## src/rtl/keypad_digit_entry.sv

```systemverilog
// keypad_digit_entry: debounces a priority-encoded keypad (valid + 4-bit
// digit), captures each accepted key once, and shifts it into a 4-digit
// packed BCD register. Codes above 9, or presses while four digits are
// already held, are rejected with a one-cycle err pulse instead.
//
// Handshake: there is no ready/back-pressure. valid is a raw, possibly
// bouncing level; a press is accepted only after DB_CYCLES consecutive
// identical valid samples, and the next press is armed only after
// DB_CYCLES consecutive released samples. key_strobe and err are
// registered single-cycle pulses that are never high together.
module keypad_digit_entry #(
    parameter int DB_CYCLES = 4
) (
    input  logic        clk,
    input  logic        rst_n,
    input  logic [3:0]  digit,
    input  logic        valid,
    input  logic        clear,
    output logic [15:0] number,
    output logic [2:0]  count,
    output logic        full,
    output logic        key_strobe,
    output logic        err,
    output logic        busy
);

    localparam logic [1:0] S_IDLE     = 2'd0;
    localparam logic [1:0] S_PRESS_DB = 2'd1;
    localparam logic [1:0] S_CAPTURE  = 2'd2;
    localparam logic [1:0] S_REL_DB   = 2'd3;

    localparam logic [3:0] DB_LAST = 4'(DB_CYCLES);

    logic [1:0]  r_state;
    logic [3:0]  r_db_cnt;
    logic [3:0]  r_cand;
    logic [15:0] r_number;
    logic [2:0]  r_count;
    logic        r_key_strobe;
    logic        r_err;

    logic [3:0]  w_db_inc;
    logic        w_capture;
    logic        w_accept;

    // Saturating increment of the debounce counter (never wraps to 0).
    assign w_db_inc  = (r_db_cnt == 4'hF) ? 4'hF : (r_db_cnt + 4'd1);
    assign w_capture = (r_state == S_CAPTURE);
    assign w_accept  = (r_cand <= 4'd9) && (r_count < 3'd4);

    // Debounce/capture FSM: track the candidate key and its stable-sample run.
    always_ff @(posedge clk or negedge rst_n) begin
        if (!rst_n) begin
            r_state  <= S_IDLE;
            r_db_cnt <= 4'd0;
            r_cand   <= 4'd0;
        end else begin
            case (r_state)
                S_IDLE: begin
                    if (valid) begin
                        r_cand   <= digit;
                        r_db_cnt <= 4'd1;
                        r_state  <= S_PRESS_DB;
                    end
                end
                S_PRESS_DB: begin
                    if (!valid) begin
                        r_db_cnt <= 4'd0;
                        r_state  <= S_IDLE;
                    end else if (digit != r_cand) begin
                        // A different key restarts the run with this sample.
                        r_cand   <= digit;
                        r_db_cnt <= 4'd1;
                    end else if (w_db_inc >= DB_LAST) begin
                        r_db_cnt <= 4'd0;
                        r_state  <= S_CAPTURE;
                    end else begin
                        r_db_cnt <= w_db_inc;
                    end
                end
                S_CAPTURE: begin
                    r_db_cnt <= 4'd0;
                    r_state  <= S_REL_DB;
                end
                default: begin
                    // Release debounce: any valid sample restarts the run, so a
                    // held key can never re-trigger a capture.
                    if (valid) begin
                        r_db_cnt <= 4'd0;
                    end else if (w_db_inc >= DB_LAST) begin
                        r_db_cnt <= 4'd0;
                        r_state  <= S_IDLE;
                    end else begin
                        r_db_cnt <= w_db_inc;
                    end
                end
            endcase
        end
    end

    // Digit register, count and result pulses; clear overrides a capture.
    always_ff @(posedge clk or negedge rst_n) begin
        if (!rst_n) begin
            r_number     <= 16'h0000;
            r_count      <= 3'd0;
            r_key_strobe <= 1'b0;
            r_err        <= 1'b0;
        end else if (clear) begin
            r_number     <= 16'h0000;
            r_count      <= 3'd0;
            r_key_strobe <= 1'b0;
            r_err        <= 1'b0;
        end else if (w_capture && w_accept) begin
            r_number     <= {r_number[11:0], r_cand};
            r_count      <= r_count + 3'd1;
            r_key_strobe <= 1'b1;
            r_err        <= 1'b0;
        end else if (w_capture) begin
            r_key_strobe <= 1'b0;
            r_err        <= 1'b1;
        end else begin
            r_key_strobe <= 1'b0;
            r_err        <= 1'b0;
        end
    end

    assign number     = r_number;
    assign count      = r_count;
    assign full       = (r_count == 3'd4);
    assign key_strobe = r_key_strobe;
    assign err        = r_err;
    assign busy       = (r_state != S_IDLE);

endmodule
```

## config.mk

```make
export PLATFORM = sky130hd
export DESIGN_NAME = keypad_digit_entry
export DESIGN_NICKNAME = d
export VERILOG_FILES = /design/src/rtl/keypad_digit_entry.sv
export SDC_FILE = /design/constraint.sdc
export NUM_CORES = 1
export LEC_CHECK = 0
export CAP_MARGIN = 20
export CORE_MARGIN = 1.5
export CORE_UTILIZATION = 25
export CTS_CLUSTER_SIZE = 20
export DETAILED_ROUTE_END_ITERATION = 7
export GPL_TIMING_DRIVEN = 0
export PLACE_DENSITY = 0.49
export SYNTH_ARGS = -nofsm -noshare
export SYNTH_HDL_FRONTEND = slang
export SYNTH_SLANG_ARGS = --single-unit
```

## constraint.sdc

```tcl
create_clock -name clk -period 2.1 [get_ports clk]
set_input_delay 0.42 -clock clk [delete_from_list [all_inputs] [get_ports clk]]
set_output_delay 0.42 -clock clk [all_outputs]
set_load 0.03 [all_outputs]
```

After elaboration in Yosys (flattened, before gate mapping)
Cells that the tools add are included.
{"block": "totals", "romBits": 0, "memories": 0, "output_inout_bits": 23, "input_bits": 8, "latchBits": 0, "reg_bits": 31, "ram_bits": 0, "elab_cells": 59}
{"block": "op_classes", "mul": 0, "eq_ne": 11, "div": 0, "reduce_logical": 9, "muxes": 27, "n_lt_le_gt_ge": 3, "n_shift": 0, "n_bitwise": 0, "n_addsub": 2}
{"operator": "2-to-1 mux 4 bit", "count": 9}
{"operator": "2-to-1 mux 16 bit", "count": 2}
{"operator": "2-to-1 mux 2 bit", "count": 6}
{"operator": "case mux 4 bit (3 select lines)", "count": 1}
{"operator": "case mux 4 bit (2 select lines)", "count": 1}
{"operator": "2-to-1 mux 3 bit", "count": 2}
{"operator": "!= test 2 bit, second input constant", "count": 3}
{"operator": "!= test 3 bit, second input constant", "count": 2}
{"operator": "case mux 2 bit (3 select lines)", "count": 1}
{"operator": "nonzero test 2 bit", "count": 3}
{"operator": "2-to-1 mux 1 bit", "count": 5}
{"operator": "AND reduction 5 bit", "count": 1}
{"operator": "adder 4 x 1 -> 4 bit, second input constant", "count": 1}
{"operator": "== test 4 bit, second input constant", "count": 1}
{"operator": "greater-or-equal comparator 4 x 3 -> 1 bit, second input constant", "count": 1}
{"operator": "less-or-equal comparator 4 bit, second input constant", "count": 1}
{"operator": "!= test 4 x 1 -> 1 bit, second input constant", "count": 1}
{"operator": "!= test 4 bit", "count": 1}
{"operator": "AND reduction 4 bit", "count": 1}
{"operator": "nonzero test 4 bit", "count": 1}
{"operator": "adder 3 x 1 -> 3 bit, second input constant", "count": 1}
{"operator": "== test 3 bit, second input constant", "count": 1}
{"operator": "< comparator 3 bit, second input constant", "count": 1}
{"operator": "== test 2 x 1 -> 1 bit, second input constant", "count": 1}
{"operator": "3 further kinds", "count": 4}

Logic depth before layout (Yosys ltp)
Gate-level depths: netlist (run 1).
{"block": "depth", "word_depth": 7, "ltp_mapped": 6, "depth_no_buf": 5}

Worst setup path after synthesis (run 1)
Ideal clock, no wire load.
{"block": "synth_path", "kind": "register to register", "from": "reg r_db_cnt[0]", "to": "reg r_db_cnt[1]", "t_arrival_ns": 1.381, "stages_incl_launch_ff": 6, "n_path_buf": 0, "setup_time_ns": 0.131, "period_less_slack_ns": 1.513, "t_required_ns": 1.969, "path_slack_ns": 0.587, "path_cell_list": "dfrtp_1 -> ha_1 -> and2_1 -> a21oi_1 -> nor4b_1 -> or3_1"}
{"block": "synth_between", "elab_chain_cells": 7, "elab_cells_between_ends": 9, "classes_between": "add/sub: 1; order compare: 1; eq/ne: 1; mux: 6"}
{"item": "start, declared", "line": "35", "rtl": "logic [3:0] r_db_cnt;"}
{"item": "start signal, assigned", "line": "78", "rtl": "r_db_cnt <= w_db_inc;"}
{"item": "start signal, assigned", "line": "94", "rtl": "r_db_cnt <= w_db_inc;"}
{"item": "adder 4 x 1 -> 4 bit / == test 4 bit (equally long branches)", "line": "47", "rtl": "assign w_db_inc = (r_db_cnt == 4'hF) ? 4'hF : (r_db_cnt + 4'd1);"}
{"item": "2-to-1 mux 4 bit *", "line": "47"}
{"item": "greater-or-equal comparator 4 x 3 -> 1 bit", "line": "74, 90"}
{"item": "2-to-1 mux 4 bit *", "line": "74, 90"}
{"item": "2-to-1 mux 4 bit", "line": "70", "rtl": "end else if (digit != r_cand) begin"}
{"item": "2-to-1 mux 4 bit", "line": "67", "rtl": "if (!valid) begin"}
{"item": "case mux 4 bit (3 select lines) *", "line": "58", "rtl": "case (r_state)"}
Every way passes the cells marked *; elsewhere a longest branch is shown, timed or not.
A chain may end at the register's enable or synchronous reset.

Worst setup path after layout (run 1)
{"block": "layout_path", "from": "reg r_count[2], in the netlist count[2]", "to": "out count[2]"}
{"item": "start, declared", "line": "38", "rtl": "logic [2:0] r_count;"}
{"item": "start signal, assigned", "line": "115", "rtl": "r_count <= r_count + 3'd1;"}
{"item": "end, declared", "line": "20", "rtl": "output logic [2:0] count,"}
No word-level cell between the ends.

==> results.json, run 1 <==
{
  "status": "complete, no violations",
  "grt.total_usage": 0.105,
  "cts_inserted_buffers": 5,
  "slew_headroom": 0.537,
  "yosys-top-cells-count": "dfrtp_1 (31), nor2_1 (22), mux2i_1 (17)",
  "drive_above_1_share": 0.0870,
  "finClkSkew_ns": 0.00687,
  "yosysMostFrequentCell": "dfrtp_1",
  "tightest_slew_ns": 0.695,
  "via_per_inst": 4.39,
  "path_cells": "clkdlybuf4s50_1",
  "post-cts-setup-buffers": 0,
  "synth_largest_area_cell": "dfrtp_1",
  "critical-path-top-delay-family": "buffers and inverters",
  "synth_edf_count": 0,
  "grt_pass1_vias": 988,
  "coreArea_mm2": 0.00551,
  "start_util": 0.259,
  "area_growth_pct": 33.0,
  "synthTopCellsByArea": "dfrtp_1 (54%), mux2i_1 (12%), nor2_1 (5.8%), mux2_1 (3.2%), xnor2_1 (3.1%)",
  "end_kind": "primary output",
  "period_share": 0.888,
  "setup_tns_ns": 0,
  "clkSlewWorstSetupHoldPaths_ns": 0.07,
  "overflow": 0,
  "clk_path_buf_depth": 2,
  "drv_slew": 0,
  "insertion_delay_ns": 0.28,
  "placement.io_buffers": 30,
  "required_ns": 1.68,
  "maxCapViolCount": 0,
  "die_area_mm2": 0.00617,
  "diodes": 0,
  "finalHoldViolCount": 0,
  "avgSynthCellArea_um2": 11.5,
  "synthArstFlopShare": 1.00,
  "routed_wl_mm": 2.87,
  "antenna_found_initial": 0,
  "worstPathArrival_ns": 1.44,
  "cts_tree": "yes",
  "crit_slowest_cell": "clkdlybuf4s50_1",
  "dieHeight_um": 78.6,
  "crit_type": "register to primary output",
  "htree_levels": 2,
  "max_freq_mhz": 536,
  "rsz0062_at_grt": "no",
  "ir_drop_mv": 0.332,
  "synth.top_cell.area_share": 0.543,
  "grt_max_degree": 32,
  "cts_hold_buf": 0,
  "p_leak_nw": 0.783,
  "grt_pass1_wl_mm": 4.89,
  "ys_types": 34,
  "drt_iter0_drc": 38,
  "worstPathMaxFanout": 6,
  "drc": 0,
  "yosys_most_used_dff": "dfrtp_1",
  "pin_count": 31,
  "row_count": 27,
  "hold_path.class": "primary input to async pin",
  "syn_inst": 124,
  "start_kind": "register",
  "synth.cell_area_mm2": 0.00143,
  "p_total_mw": 1.23,
  "postRouteAntennaNets": 0,
  "p_per_area_mw_per_mm2": 647,
  "dp_hpwl_mm": 2.08,
  "die_x_um": 78.6,
  "slowest_delay_ns": 0.71,
  "r2r_setup_slack_ns": 0.44,
  "seq_area_frac_synth": 0.543,
  "place_congestion": 0.935,
  "path_buf_inv": 1,
  "synth_seq_cells": 31,
  "cts_root_buf": "clkbuf_8",
  "post-route-min-period_ns": 1.86,
  "fill_cells": 549,
  "fin_hold_ws_ns": 0.184,
  "routedWlPerCell_um": 12.3,
  "drt_pass1_iterations": 4,
  "ys_warn_count": 0,
  "postSynthNetCount": 135,
  "vias": 1024,
  "finalSetupViolations": 0,
  "fin_nets": 172,
  "clock_sinks": 31
}
-- final timing paths --
kind                                              start                 endpoint  depth (start not counted)
worst min register to register   number[15]$_DFFE_PN0P_   number[15]$_DFFE_PN0P_                          2
worst max-delay path               count[2]$_DFFE_PN0P_                 count[2]                          1
max in group asynchronous                         rst_n    r_cand[2]$_DFFE_PN0P_                          1
worst min-delay path                              rst_n   number[14]$_DFFE_PN0P_                          1
min in group clk                 number[15]$_DFFE_PN0P_   number[15]$_DFFE_PN0P_                          2
worst max register to register  r_db_cnt[0]$_DFFE_PN0N_  r_db_cnt[1]$_DFFE_PN0N_                          5
-- layer usage --
layer | vias up | wire, um | GRT usage
li1 | 499 | - | -
met1 | 490 | 1370 | 0.134
met2 | 29 | 1280 | 0.154
met3 | 6 | 181 | 0.0453
met4 | 0 | 41 | 0.0411
met5 | - | 0 | 0
-- layout make-up --
cell class	instances	area [um2]	area share
clock inverter	1	5.00	0.00264
clock buffer	6	82.6	0.0435
tap	72	90.1	0.0475
buffer	4	38.8	0.0204
sequential	31	776	0.409
inverter	6	22.5	0.0119
multi-input combinational	83	591	0.311
timing repair buffer	30	293	0.154
-- registers in the layout, summed over array words and instances (netlist names) --
signal and cells:
count 3, err 1, key_strobe 1, number 16
r_cand 4, r_db_cnt 4, r_state 2
-- where the power goes --
group | switching [mW] | internal (mW) | total (mW) | leakage [nW]
combinational | 0.0673 | 0.0552 | 0.123 | 0.318
clock | 0.212 | 0.257 | 0.469 | 0.0470
sequential | 0.0213 | 0.615 | 0.636 | 0.418
total | 0.301 | 0.926 | 1.23 | 0.783
-- repair_timing --
action	4_1_cts	5_1_grt
hold endpoints to repair	0	0
endpoints found under the setup margin	2	0
gates resized for setup	2	0
-- stage by stage --
stage | util | area, um2 | std cells | worst slack, ns
after floorplan | - | 1430 | 124 | 0.587
after global placement | 0.330 | 1820 | 226 | 0.0198
after detailed placement | 0.329 | 1810 | 226 | 0.161
after CTS | 0.345 | 1900 | 233 | 0.225
after global routing | 0.345 | 1900 | 233 | 0.115
final | 0.345 | 1900 | 233 | 0.235
-- cells in the final DEF, fill, tap and decap left out, drive strengths merged, types with 3 or more instances in the layout --
cell	n
dfrtp	31
clkdlybuf4s50	27
nor2	23
mux2i	17
clkbuf	8
inv	6
xnor2	5
mux2	4
and2	3
ha	3
nor3	3
buf	3
-- cells by family after synthesis --
kind of cell,share of synthesized area
DFF,0.543
buffers and inverters,0.0429
muxes,0.151
and+or+nand+nor,0.147
adders and majority gates,0.0263
xor gates and xnor gates,0.0368
AOI/OAI and AO/OA,0.0526
No activity file was read; power rests on OpenSTA's default activity.
==> inputs of run 2 (changes only) <==
--- a/config.mk
+++ b/config.mk
@@ -7,11 +7,11 @@
 export LEC_CHECK = 0
 export CAP_MARGIN = 20
 export CORE_MARGIN = 1.5
-export CORE_UTILIZATION = 25
+export CORE_UTILIZATION = 49
 export CTS_CLUSTER_SIZE = 20
 export DETAILED_ROUTE_END_ITERATION = 7
 export GPL_TIMING_DRIVEN = 0
-export PLACE_DENSITY = 0.49
+export PLACE_DENSITY = 0.82
 export SYNTH_ARGS = -nofsm -noshare
 export SYNTH_HDL_FRONTEND = slang
 export SYNTH_SLANG_ARGS = --single-unit
==> run 2 against run 1 <==
Net effect: sequential power hardly changed; flip-flop and latch count unchanged; clock power increased by 3%; clock skew decreased by 0.0013 ns; largest cell class unchanged.
==> results.json, run 2 (synthesis results as in run 1) <==
{
  "reg2reg_to": "r_db_cnt[1]$_DFFE_PN0N_",
  "drt_iter0_drc": 42,
  "dieHeight_um": 57.0,
  "status": "complete, no violations",
  "r2r_setup_slack_ns": 0.46,
  "die_area_mm2": 0.00325,
  "coreArea_mm2": 0.00276,
  "row_count": 19,
  "postRouteAntennaNets": 0,
  "place_congestion": 0.862,
  "start_util": 0.518,
  "routed_wl_mm": 2.81,
  "start_kind": "register",
  "clock_sinks": 31,
  "startpoint": "r_state[0]$_DFFE_PN0P_",
  "fin_hold_ws_ns": 0.466,
  "worstPathArrival_ns": 1.51,
  "finClkSkew_ns": 0.00555,
  "ir_drop_mv": 0.622,
  "htree_levels": 2,
  "grt_pass1_wl_mm": 4.64,
  "cts_tree": "yes",
  "drive_above_1_share": 0.0920,
  "via_per_inst": 5.40,
  "p_leak_nw": 0.797,
  "drv_slew": 0,
  "finalSetupViolations": 0,
  "layout_commonest_cell": "dfrtp_1",
  "grt_pass1_vias": 1006,
  "area_growth_pct": 31.6,
  "diodes": 0,
  "clk_path_buf_depth": 2,
  "overflow": 0,
  "fin_nets": 173,
  "multi_input_area_um2": 591,
  "cts_inserted_buffers": 5,
  "cts_root_buf": "clkbuf_4",
  "finalHoldViolCount": 0,
  "drt_pass1_iterations": 4,
  "drc": 0,
  "insertion_delay_ns": 0.33,
  "period_share": 0.920,
  "rsz0062_at_grt": "no",
  "slew_headroom": 0.591,
  "routedWlPerCell_um": 14.5,
  "fill_cells": 218,
  "maxCapViolCount": 0,
  "end_kind": "primary output",
  "max_freq_mhz": 518,
  "required_ns": 1.68,
  "reg2reg_depth": 5,
  "placement.io_buffers": 30,
  "post-route-min-period_ns": 1.93,
  "p_per_area_mw_per_mm2": 664,
  "die_x_um": 57.0,
  "dp.cells": 186,
  "largest_reg_flops": 16,
  "final_cell_mix": "dfrtp_1 (31), clkdlybuf4s50_1 (28), nor2_1 (22), mux2i_1 (17)",
  "pin_count": 31,
  "grt_max_degree": 22,
  "reg2reg_from": "r_db_cnt[0]$_DFFE_PN0N_",
  "ff_latch_area_um2": 776,
  "tightest_slew_ns": 0.611,
  "final_cells": 194,
  "grt.total_usage": 0.189,
  "antenna_found_initial": 0,
  "dp_hpwl_mm": 2.07,
  "hold_path.class": "primary input to async pin",
  "clkSlewWorstSetupHoldPaths_ns": 0.10,
  "vias": 1047,
  "worstPathMaxFanout": 7,
  "setup_tns_ns": 0,
  "crit_type": "register to primary output",
  "cts_hold_buf": 0
}
## run 2: area by class of cell
class | instances | share of cell area
plain buffers | 4 | 0.0207
clock buffers | 6 | 0.0273
clock inverters | 2 | 0.0187
inverters | 6 | 0.0120
multi-input cells | 83 | 0.314
flip-flops and latches | 31 | 0.413
well taps | 31 | 0.0207
repair buffers | 31 | 0.173
## run 2: through the flow
| stage | area (um2) | power (mW) | setup slack [ns] | utilization |
|---|---|---|---|---|
| 2_1_floorplan | 1430 | 0.719 | 0.587 | - |
| 3_3_place_gp | 1770 | 0.766 | 0.107 | 0.641 |
| 3_5_place_dp | 1790 | 0.779 | 0.177 | 0.651 |
| 4_1_cts | 1880 | 1.26 | 0.163 | 0.681 |
| 5_1_grt | 1880 | 1.30 | 0.0871 | 0.681 |
| 6_report | 1880 | 1.25 | 0.168 | 0.681 |
## run 2: where the power goes
group,switching (mW),internal (mW)
logic,0.0693,0.0611
clock network,0.201,0.281
registers,0.0208,0.614
## run 2: worst max-delay path: stages, from the launching register on
cell and delay [ns]:
dfrtp_1 0.46, or2_2 0.36, dlygate4sd2_1 0.36
## run 2: how the worst max path moves through the flow
stage / end / slack, ns
2_1_floorplan: r_db_cnt[1]$_DFFE_PN0N_ / 0.59
4_1_cts: busy / 0.16
6_report: busy / 0.17
5_1_grt: full / 0.09
3_5_place_dp: r_db_cnt[1]$_DFFE_PN0N_ / 0.18
3_3_place_gp: r_db_cnt[2]$_DFFE_PN0N_ / 0.11
## run 2: routing by layer
| layer | global-route usage | part of all wire |
|---|---|---|
| met1 | 0.246 | 0.44 |
| met2 | 0.299 | 0.50 |
| met3 | 0.0522 | 0.046 |
| met4 | 0.0797 | 0.017 |
| met5 | 0 | 0 |
## run 2: what timing repair did
| item | 4_1_cts | 5_1_grt |
|---|---|---|
| resized for setup | 2 | 0 |
| buffers inserted | 0 | 0 |
| setup endpoints to repair | 2 | 0 |
==> inputs of run 3 (changes only) <==
--- a/config.mk
+++ b/config.mk
@@ -5,11 +5,11 @@
 export SDC_FILE = /design/constraint.sdc
 export NUM_CORES = 1
 export LEC_CHECK = 0
-export CAP_MARGIN = 20
 export CORE_MARGIN = 1.5
 export CORE_UTILIZATION = 49
 export CTS_CLUSTER_SIZE = 20
 export DETAILED_ROUTE_END_ITERATION = 7
+export GPL_ROUTABILITY_DRIVEN = 0
 export GPL_TIMING_DRIVEN = 0
 export PLACE_DENSITY = 0.82
 export SYNTH_ARGS = -nofsm -noshare
==> run 3 against run 2 <==
Net effect: final cell count fell by 0.52%; clock skew fell by 0.0016 ns; non-clock buffer count fell by 1; global-route usage fell by 0.096 points; combinational power fell by 5%; routed wire length fell by 2.1%; maximum frequency barely moved; clock-buffer cell count did not move; die area did not move.
==> results.json, run 3 (synthesis results as in run 1) <==
{
  "hold_path.class": "primary input to async pin",
  "final_cell_mix": "dfrtp_1 (31), clkdlybuf4s50_1 (27), nor2_1 (22), mux2i_1 (17)",
  "postRouteAntennaNets": 0,
  "routedWlPerCell_um": 14.2,
  "finalSetupViolations": 0,
  "start_kind": "register",
  "htree_levels": 2,
  "drc": 0,
  "r2r_setup_slack_ns": 0.45,
  "slowest_delay_ns": 0.46,
  "pin_count": 31,
  "coreArea_mm2": 0.00276,
  "dieHeight_um": 57.0,
  "slew_headroom": 0.563,
  "setup_tns_ns": 0,
  "finalHoldViolCount": 0,
  "largest_reg_flops": 16,
  "worstPathArrival_ns": 1.51,
  "tightest_slew_ns": 0.656,
  "fill_cells": 223,
  "p_total_mw": 1.24,
  "maxCapViolCount": 0,
  "die_area_mm2": 0.00325,
  "routed_wl_mm": 2.75,
  "antenna_found_initial": 0,
  "p_leak_nw": 0.784,
  "drv_slew": 0,
  "crit_slowest_cell": "dfrtp_1",
  "finClkSkew_ns": 0.00392,
  "p_per_area_mw_per_mm2": 671,
  "clkSlewWorstSetupHoldPaths_ns": 0.09,
  "die_x_um": 57.0,
  "vias": 1068,
  "layout_commonest_cell": "dfrtp_1",
  "ff_latch_area_um2": 776,
  "critical-path-top-delay-family": "flip-flops",
  "grt.total_usage": 0.188,
  "reg2reg_to": "r_db_cnt[1]$_DFFE_PN0N_",
  "multi_input_area_um2": 591,
  "post-route-min-period_ns": 1.93,
  "required_ns": 1.68,
  "grt_pass1_wl_mm": 4.63,
  "drive_above_1_share": 0.0926,
  "fin_nets": 172,
  "cts_inserted_buffers": 5,
  "reg2reg_depth": 5,
  "end_kind": "primary output",
  "dp_hpwl_mm": 2.00,
  "status": "complete, no violations",
  "via_per_inst": 5.53,
  "post-cts-setup-buffers": 0,
  "clock_sinks": 31,
  "row_count": 19,
  "insertion_delay_ns": 0.33,
  "max_freq_mhz": 518,
  "cts_hold_buf": 0,
  "drt_pass1_iterations": 4,
  "period_share": 0.920,
  "area_growth_pct": 29.3,
  "ir_drop_mv": 0.689,
  "worstPathMaxFanout": 7,
  "overflow": 0,
  "grt_max_degree": 32,
  "start_util": 0.518,
  "cts_root_buf": "clkbuf_4",
  "rsz0062_at_grt": "no",
  "crit_type": "register to primary output",
  "path_cells": "or2_2 -> dlygate4sd2_1",
  "diodes": 0,
  "path_buf_inv": 1,
  "grt_pass1_vias": 1031,
  "cts_tree": "yes",
  "clk_path_buf_depth": 2,
  "placement.io_buffers": 30,
  "reg2reg_from": "r_db_cnt[0]$_DFFE_PN0N_",
  "drt_iter0_drc": 20
}
## run 3: changes by cell type in the layout (fill, tap and decap cells not counted), sizes merged
cell / previous run / this run
clkdlybuf4s50: 28 / 27
## run 3: metal layers
metal / GRT usage / part of all wire / vias to the layer above
met4: 0.0897 / 0.021 / 0
li1: - / - / 501
met5: 0 / 0 / -
met2: 0.310 / 0.50 / 31
met3: 0.0499 / 0.046 / 7
met1: 0.230 / 0.43 / 529
## run 3: worst register-to-register path: cells and delay by family, from the launching register on
family	cells	cell delay [ns]
fa+ha+maj	1	0.28
simple gates	3	0.60
compound gates	1	0.23
flops	1	0.43
## run 3: area by class of cell
cell class,instances,share of cell area
plain buffers,4,0.0210
repair buffers,30,0.159
well taps,31,0.0210
clock inverters,2,0.0190
inverters,6,0.0122
clock buffers,6,0.0278
multi-input cells,83,0.320
flip-flops and latches,31,0.420
## run 3: where the power goes
| part | switching (mW) | internal [mW] | total (mW) | leakage (nW) |
|---|---|---|---|---|
| logic | 0.0680 | 0.0551 | 0.123 | 0.318 |
| clock network | 0.200 | 0.281 | 0.481 | 0.0482 |
| registers | 0.0204 | 0.614 | 0.634 | 0.418 |
## run 3: stage by stage
step	instances	instance area (um2)	util	hold WS, ns	setup slack [ns]
after floorplan	124	1430	-	0.124	0.587
after CTS	193	1850	0.671	0.540	0.160
after global routing	193	1850	0.669	0.142	0.0924
final	193	1850	0.669	0.107	0.168
after detailed placement	185	1770	0.641	0.516	0.0640
after global placement	185	1770	0.641	0.503	0.107
## run 3: how the worst max path moves through the flow
stage / cells after the start / from / endpoint
after floorplan: 5 / r_db_cnt[0]$_DFFE_PN0N_ / r_db_cnt[1]$_DFFE_PN0N_
after global placement: 1 / rst_n / r_db_cnt[2]$_DFFE_PN0N_
after detailed placement: 1 / rst_n / err$_DFF_PN0_
after CTS: 2 / r_state[0]$_DFFE_PN0P_ / busy
after global routing: 4 / count[0]$_DFFE_PN0P_ / full
final: 2 / r_state[0]$_DFFE_PN0P_ / busy
## run 3: repair_timing
action	in CTS	in global routing
gates resized for setup	2	0
hold endpoints to repair	0	0
endpoints found under the setup margin	2	0
